[src/rtl/multicycle_control_if.sv]
// Shared memory port between the multicycle sequencer and the memory system.
// One outstanding request at a time; memReady completes it.
interface multicycle_control_if;
   logic        memReady;
   logic [31:0] memReadData;
   logic [31:0] memAddr;
   logic        memRead;
   logic        memWrite;
   logic [3:0]  memWriteMask;
   logic [31:0] memWriteData;

   modport master (
      input  memReady,
      input  memReadData,
      output memAddr,
      output memRead,
      output memWrite,
      output memWriteMask,
      output memWriteData
   );

   modport slave (
      output memReady,
      output memReadData,
      input  memAddr,
      input  memRead,
      input  memWrite,
      input  memWriteMask,
      input  memWriteData
   );
endinterface

[src/rtl/multicycle_control.sv]
// Multicycle RV32I sequencer: owns pc and the instruction register, walks each
// instruction through FETCH/DECODE/EXECUTE/MEMORY/WRITEBACK over one shared
// memory port, extracts load data, aligns store data and halts on EBREAK,
// unknown opcodes or misaligned addresses/targets.
module multicycle_control #(
   parameter logic [31:0] RESET_PC = 32'h0
) (
   input  logic                        CLK,
   input  logic                        RESET,
   multicycle_control_if.master        mem,
   input  logic [31:0]                 aluResult,
   input  logic                        branchTaken,
   input  logic [31:0]                 rs2Value,
   output logic [31:0]                 instruction,
   output logic [31:0]                 pc,
   output logic [31:0]                 loadData,
   output logic                        regWriteEnable,
   output logic [1:0]                  regWriteSelect,
   output logic [2:0]                  state,
   output logic                        halted,
   output logic                        fault
);

   typedef enum logic [2:0] {
      ST_FETCH     = 3'd0,
      ST_DECODE    = 3'd1,
      ST_EXECUTE   = 3'd2,
      ST_MEMORY    = 3'd3,
      ST_WRITEBACK = 3'd4,
      ST_HALT      = 3'd5
   } state_t;

   state_t      cur_state, nxt_state;
   // Held low through reset and for the first edge after release, so the first
   // fetch request appears one edge after release and reset kills requests
   // combinationally.
   logic        run;
   logic        ir_we, ld_we, pc_we, fault_set;

   logic [6:0]  opcode;
   logic [2:0]  funct3;
   logic        is_load, is_store, is_op, is_opimm, is_lui, is_auipc;
   logic        is_jal, is_jalr, is_branch, is_fence, is_system, is_ebreak;
   logic        known_op, writes_rd;
   logic        f3_ok, ls_misaligned, ls_fault;
   logic [31:0] j_imm, b_imm, target_pc;
   logic [31:0] rd_shift_b, rd_shift_h, load_ext;
   logic [7:0]  ld_byte;
   logic [15:0] ld_half;
   logic [3:0]  st_mask;
   logic [31:0] st_data;

   assign opcode    = instruction[6:0];
   assign funct3    = instruction[14:12];
   assign is_load   = (opcode == 7'b0000011);
   assign is_store  = (opcode == 7'b0100011);
   assign is_op     = (opcode == 7'b0110011);
   assign is_opimm  = (opcode == 7'b0010011);
   assign is_lui    = (opcode == 7'b0110111);
   assign is_auipc  = (opcode == 7'b0010111);
   assign is_jal    = (opcode == 7'b1101111);
   assign is_jalr   = (opcode == 7'b1100111);
   assign is_branch = (opcode == 7'b1100011);
   assign is_fence  = (opcode == 7'b0001111);
   assign is_system = (opcode == 7'b1110011);
   assign is_ebreak = (instruction == 32'h0010_0073);

   assign known_op  = is_load | is_store | is_op | is_opimm | is_lui | is_auipc |
                      is_jal | is_jalr | is_branch | is_fence | is_system;
   assign writes_rd = is_op | is_opimm | is_lui | is_auipc | is_jal | is_jalr | is_load;

   assign j_imm = {{12{instruction[31]}}, instruction[19:12], instruction[20],
                   instruction[30:21], 1'b0};
   assign b_imm = {{20{instruction[31]}}, instruction[7], instruction[30:25],
                   instruction[11:8], 1'b0};

   assign state  = cur_state;
   assign halted = (cur_state == ST_HALT);

   // Write-source select follows the opcode class.
   always_comb begin
      regWriteSelect = 2'd0;
      if (is_load)                 regWriteSelect = 2'd1;
      else if (is_jal || is_jalr)  regWriteSelect = 2'd2;
      else if (is_lui || is_auipc) regWriteSelect = 2'd3;
   end

   // Load/store legality: funct3 must name a real access and the address must
   // be naturally aligned for its size; a bad access halts before any request.
   always_comb begin
      if (is_load) f3_ok = funct3 inside {3'd0, 3'd1, 3'd2, 3'd4, 3'd5};
      else         f3_ok = funct3 inside {3'd0, 3'd1, 3'd2};
      case (funct3[1:0])
         2'b00:   ls_misaligned = 1'b0;
         2'b01:   ls_misaligned = aluResult[0];
         2'b10:   ls_misaligned = |aluResult[1:0];
         default: ls_misaligned = 1'b1;
      endcase
      ls_fault = !f3_ok || ls_misaligned;
   end

   // Next-pc selection; 32-bit modulo arithmetic lets pc wrap to zero.
   always_comb begin
      target_pc = pc + 32'd4;
      if (is_jal)                        target_pc = pc + j_imm;
      else if (is_jalr)                  target_pc = aluResult & ~32'd1;
      else if (is_branch && branchTaken) target_pc = pc + b_imm;
   end

   // Load-data extraction: pick the addressed lane, then sign/zero extend.
   always_comb begin
      rd_shift_b = mem.memReadData >> {aluResult[1:0], 3'b000};
      rd_shift_h = mem.memReadData >> {aluResult[1], 4'b0000};
      ld_byte    = rd_shift_b[7:0];
      ld_half    = rd_shift_h[15:0];
      case (funct3)
         3'b000:  load_ext = {{24{ld_byte[7]}}, ld_byte};
         3'b001:  load_ext = {{16{ld_half[15]}}, ld_half};
         3'b100:  load_ext = {24'd0, ld_byte};
         3'b101:  load_ext = {16'd0, ld_half};
         default: load_ext = mem.memReadData;
      endcase
   end

   // Store alignment: data replicated into every lane, mask picks the target.
   always_comb begin
      case (funct3[1:0])
         2'b00: begin
            st_mask = 4'b0001 << aluResult[1:0];
            st_data = {4{rs2Value[7:0]}};
         end
         2'b01: begin
            st_mask = 4'b0011 << {aluResult[1], 1'b0};
            st_data = {2{rs2Value[15:0]}};
         end
         default: begin
            st_mask = 4'b1111;
            st_data = rs2Value;
         end
      endcase
   end

   // Next-state, memory request and strobe generation.
   always_comb begin
      nxt_state        = cur_state;
      mem.memRead      = 1'b0;
      mem.memWrite     = 1'b0;
      mem.memAddr      = '0;
      mem.memWriteMask = '0;
      mem.memWriteData = '0;
      regWriteEnable   = 1'b0;
      ir_we            = 1'b0;
      ld_we            = 1'b0;
      pc_we            = 1'b0;
      fault_set        = 1'b0;
      case (cur_state)
         ST_FETCH: begin
            if (run) begin
               mem.memRead = 1'b1;
               mem.memAddr = pc;
               if (mem.memReady) begin
                  ir_we     = 1'b1;
                  nxt_state = ST_DECODE;
               end
            end
         end
         ST_DECODE: nxt_state = ST_EXECUTE;
         ST_EXECUTE: begin
            if (is_ebreak) begin
               nxt_state = ST_HALT;
            end else if (is_load || is_store) begin
               if (ls_fault) begin
                  fault_set = 1'b1;
                  nxt_state = ST_HALT;
               end else begin
                  nxt_state = ST_MEMORY;
               end
            end else if (known_op) begin
               nxt_state = ST_WRITEBACK;
            end else begin
               fault_set = 1'b1;
               nxt_state = ST_HALT;
            end
         end
         ST_MEMORY: begin
            mem.memAddr = {aluResult[31:2], 2'b00};
            if (is_load) begin
               mem.memRead = 1'b1;
            end else begin
               mem.memWrite     = 1'b1;
               mem.memWriteMask = st_mask;
               mem.memWriteData = st_data;
            end
            if (mem.memReady) begin
               ld_we     = is_load;
               nxt_state = ST_WRITEBACK;
            end
         end
         ST_WRITEBACK: begin
            if (|target_pc[1:0]) begin
               fault_set = 1'b1;
               nxt_state = ST_HALT;
            end else begin
               regWriteEnable = writes_rd;
               pc_we          = 1'b1;
               nxt_state      = ST_FETCH;
            end
         end
         ST_HALT: nxt_state = ST_HALT;
         default: begin
            fault_set = 1'b1;
            nxt_state = ST_HALT;
         end
      endcase
   end

   // State, pc, instruction and load registers.
   always_ff @(posedge CLK or negedge RESET) begin
      if (!RESET) begin
         cur_state   <= ST_FETCH;
         run         <= 1'b0;
         pc          <= RESET_PC;
         instruction <= '0;
         loadData    <= '0;
         fault       <= 1'b0;
      end else begin
         cur_state <= nxt_state;
         run       <= 1'b1;
         if (ir_we)     instruction <= mem.memReadData;
         if (ld_we)     loadData    <= load_ext;
         if (pc_we)     pc          <= target_pc;
         if (fault_set) fault       <= 1'b1;
      end
   end

endmodule

[src/flat_wrapper.sv]
// flat-port wrapper written by rule: the top's interface ports become plain ports
module multicycle_control_flat 
#(
   parameter logic [31:0] RESET_PC = 32'h0
)
  (CLK, RESET, aluResult, branchTaken, rs2Value, instruction, pc, loadData, regWriteEnable, regWriteSelect, state, halted, fault, mem_memReady, mem_memReadData, mem_memAddr, mem_memRead, mem_memWrite, mem_memWriteMask, mem_memWriteData);
  multicycle_control_if mem_i ();
  input  logic CLK;
  input  logic RESET;
  input  logic [31:0] aluResult;
  input  logic branchTaken;
  input  logic [31:0] rs2Value;
  output logic [31:0] instruction;
  output logic [31:0] pc;
  output logic [31:0] loadData;
  output logic regWriteEnable;
  output logic [1:0] regWriteSelect;
  output logic [2:0] state;
  output logic halted;
  output logic fault;
  input wire logic [$bits(mem_i.memReady)-1:0] mem_memReady;
  input wire logic [$bits(mem_i.memReadData)-1:0] mem_memReadData;
  output wire logic [$bits(mem_i.memAddr)-1:0] mem_memAddr;
  output wire logic [$bits(mem_i.memRead)-1:0] mem_memRead;
  output wire logic [$bits(mem_i.memWrite)-1:0] mem_memWrite;
  output wire logic [$bits(mem_i.memWriteMask)-1:0] mem_memWriteMask;
  output wire logic [$bits(mem_i.memWriteData)-1:0] mem_memWriteData;
  assign mem_i.memReady = mem_memReady;
  assign mem_i.memReadData = mem_memReadData;
  assign mem_memAddr = mem_i.memAddr;
  assign mem_memRead = mem_i.memRead;
  assign mem_memWrite = mem_i.memWrite;
  assign mem_memWriteMask = mem_i.memWriteMask;
  assign mem_memWriteData = mem_i.memWriteData;
  multicycle_control #(.RESET_PC(RESET_PC)) u_core (.CLK(CLK), .RESET(RESET), .mem(mem_i), .aluResult(aluResult), .branchTaken(branchTaken), .rs2Value(rs2Value), .instruction(instruction), .pc(pc), .loadData(loadData), .regWriteEnable(regWriteEnable), .regWriteSelect(regWriteSelect), .state(state), .halted(halted), .fault(fault));
endmodule
[config.mk]
export PLATFORM = sky130hd
export DESIGN_NAME = multicycle_control_flat
export DESIGN_NICKNAME = d
export VERILOG_FILES = /design/src/rtl/multicycle_control_if.sv /design/src/rtl/multicycle_control.sv /design/src/flat_wrapper.sv
export SDC_FILE = /design/constraint.sdc
export NUM_CORES = 1
export LEC_CHECK = 0
export BUFFER_PORTS_ARGS = -buffer_cell sky130_fd_sc_hd__buf_2
export CORE_MARGIN = 3
export CORE_UTILIZATION = 48
export DETAILED_ROUTE_END_ITERATION = 10
export HOLD_SLACK_MARGIN = 0.02
export PLACE_DENSITY = 0.75
export SLEW_MARGIN = 20
export SYNTH_ARGS = -nofsm -noshare
export SYNTH_HDL_FRONTEND = slang
export SYNTH_SLANG_ARGS = --single-unit
[constraint.sdc]
create_clock -name CLK -period 3.2 [get_ports CLK]
set_clock_uncertainty 0.2 [all_clocks]
set_input_delay 0.16 -clock CLK [delete_from_list [all_inputs] [get_ports CLK]]
set_output_delay 0.16 -clock CLK [all_outputs]
set_load 0.1 [all_outputs]
==> metrics <==
status=complete, but fails checks; failing checks=setup timing; ratio of cells with drive above 1 in the final layout=0.4057; minimum hold slack=0.02163 ns; Worst Path Arrival=2.89 ns; Clk Tree Root Cell=clkbuf_16; yosys warns=0; clock sinks=101; die height=145.4 µm; Distinct cells, synth=78; Port Buf Inserts=273; DRT iter0 DRCs=1,008; DRC=0; fin crit share=1.015; Synth Instances=1,191; Via-to-Cell Ratio=6.156; EDFF count, synth=0; CP startpoint kind=register; top post-synthesis cells by area=dfrtp_1, a21oi_1, ha_1; die outline width=145.4 µm; slowest cell on the critical path=dfrtp_4; Area Overhead vs Synth=40.62%; final hold violation count=0; dpl hpwl=28.86 mm; Synth Area in Compound Gates=0.2770; DRT Pass-1 Iters=5; ys async rst share=1.000; initial antenna violation count=2; CTS Buf Count=9; Max Root-Sink Buffers=2; depth of the worst hold-timing path=4; DP Cell Count=1,754; gr ovfl total=0; die area=21,140 µm²; clock-pin slew on the worst setup and hold paths=0.08 ns; Final Cell Area=13,120 µm²; max_cap viols=0; Worst-Skew Late Latency=0.37 ns; Post-Syn Area per Cell=7.833 µm²; Syn Nets=1,337; largest stage delay on the critical path=0.50 ns; worst slew pin tran=1.036 ns; critical path capture point type=output port; overall global routing resource usage=0.3497; Max Fclk=0.3080 GHz; Vias=11,309; Post-DRT Antenna Nets=0; unrepaired setup endpoints after global routing=yes; largest net degree at the start of global routing=67; post-layout min period=3.247 ns; post-synthesis share of cell area spent on xor and xnor gates=0.06196; critical path type=reg2out; fin. max-slew vios=0; number of global-route vias before repair=10,553; RD Place Congestion=1.010; PnR worst setup slack=-0.04686 ns; Synth Register Bits=101; Post-Synth Adder-Cell Area=0.06330; CTS tree=built; first-pass GRT wire length=59.82 mm; setup violators final=3; worst-path cell chain=or3b_4, a2111oi_4, o22ai_2, a2bb2oi_4, or3_4, buf_6, nor2_4, buf_12; Yosys top cell area share=0.2709; Starting Density=0.4938; worst min-delay path class=in2reg; largest family of logic cells by synthesized area=compound AO/OA/AOI/OAI gates; # rows=50; core area=18,890 µm²; TNS Setup=-0.09471 ns; Layout Nets=1,716; area post-placement=11,920 µm²; non-filler cells, final=1,837; routed wire length=39.40 mm; sequential fraction of the synthesis area=0.2709; Synth Flop Type=dfrtp_1; mux contribution to synthesized area=0.07739; Post-Synth Simple-Gate Area=0.2073; I/O pins=274; Relative slew margins=0.3041; Worst Reg-to-Reg Cells=9; CP max FO=5; per-cell routed wire length=21.45 µm; H-tree depth=3; cell taking the most area after synthesis=dfrtp_1; WP data required=2.84 ns; # fillers=1,574; Syn Std Cell Area=9329 µm²
cells in the final DEF (no fill, tap or decap), drive strengths merged, types with 12 or more instances in the layout:
| cell | instances |
|---|---|
| o21ai | 73 |
| mux2i | 35 |
| dfrtp | 101 |
| o22ai | 17 |
| a31oi | 17 |
| mux2 | 33 |
| and2 | 17 |
| a21oi | 125 |
| xor2 | 30 |
| xnor2 | 36 |
| a21o | 26 |
| nor3 | 20 |
| a22o | 34 |
| buf | 402 |
| dlygate4sd3 | 43 |
| nand2 | 126 |
| ha | 44 |
| nand3 | 32 |
| nand4 | 12 |
| inv | 24 |
| a211oi | 16 |
| and3 | 12 |
| nor2 | 134 |
worst paths after layout:
path,startpoint,end,slack (ns)
min in group asynchronous,RESET,u_core.loadData[29],0.14
setup reg to reg,u_core.instruction[3],u_core.pc[2],-0.03
hold reg to reg,u_core.fault,u_core.fault,0.28
max in group asynchronous,RESET,u_core.pc[17],1.80
hold / removal,aluResult[28],u_core.pc[28],0.02
setup / recovery,u_core.instruction[3],regWriteEnable,-0.05
Yosys cell counts (all sizes together), types with 26 or more instances:
| master | number |
|---|---|
| xor2 | 30 |
| nand3 | 32 |
| a22o | 34 |
| dfrtp | 101 |
| mux2i | 35 |
| xnor2 | 36 |
| ha | 44 |
| nand2 | 126 |
| a21o | 26 |
| o21ai | 73 |
| a21oi | 125 |
| clkbuf | 63 |
| nor2 | 134 |
| mux2 | 33 |
state kept, by name, indices dropped and copies added (netlist names):
register,flops
u_core.loadData,32
u_core.run,1
u_core.pc,32
u_core.fault,1
u_core.instruction,32
u_core.state,3
repair_timing:
item,in CTS,in global routing
setup endpoints to repair,11,45
pin swaps,5,25
hold buffers,43,0
gates cloned,0,1
gates resized for setup,11,51
buffers inserted,1,20
hold endpoints to repair,116,0
cells by family (layout without fill, tap and decap cells):
| kind of cell | after synthesis | after routing |
|---|---|---|
| simple gates | 414 | 415 |
| other cells | 1 | 3 |
| xor+xnor | 66 | 66 |
| buf+inv | 98 | 481 |
| fa+ha+maj | 46 | 46 |
| compound gates | 397 | 397 |
| flops | 101 | 101 |
| mux | 68 | 68 |
final cells by class:
cell class / count / area [µm²] / area share
repair buffers: 445 / 2814 / 0.2145
flip-flops and latches: 101 / 2641 / 0.2013
diodes: 2 / 5.005 / 0.0003815
clock inverters: 7 / 86.33 / 0.006581
clock buffers: 9 / 225.2 / 0.01717
inverters: 20 / 75.07 / 0.005722
multi-input cells: 993 / 6947 / 0.5295
well taps: 260 / 325.3 / 0.02480
worst max-delay path: cells and delay by family, from the launching register on:
kind            cells  cell delay, ns
flops               1            0.50
simple gates        3            0.92
buf+inv             2            0.32
compound gates      3            0.78
metrics by stage:
step / util / setup WS, ns
after floorplan: - / -0.1407
final: 0.6944 / -0.04686
after global placement: 0.6308 / -0.05882
after global routing: 0.6944 / -0.1759
after CTS: 0.6730 / 0.01272
after detailed placement: 0.6308 / -0.1010
routing by layer:
metal | GRT usage | wire length (µm)
met4 | 0.1225 | 1217
met3 | 0.06353 | 4036
met2 | 0.5541 | 18180
met1 | 0.4832 | 15970
met5 | 0 | 0
Power is left out: the tool's default activity adds up to more than one toggle a clock period on the data nets, which glitch-free logic cannot reach.
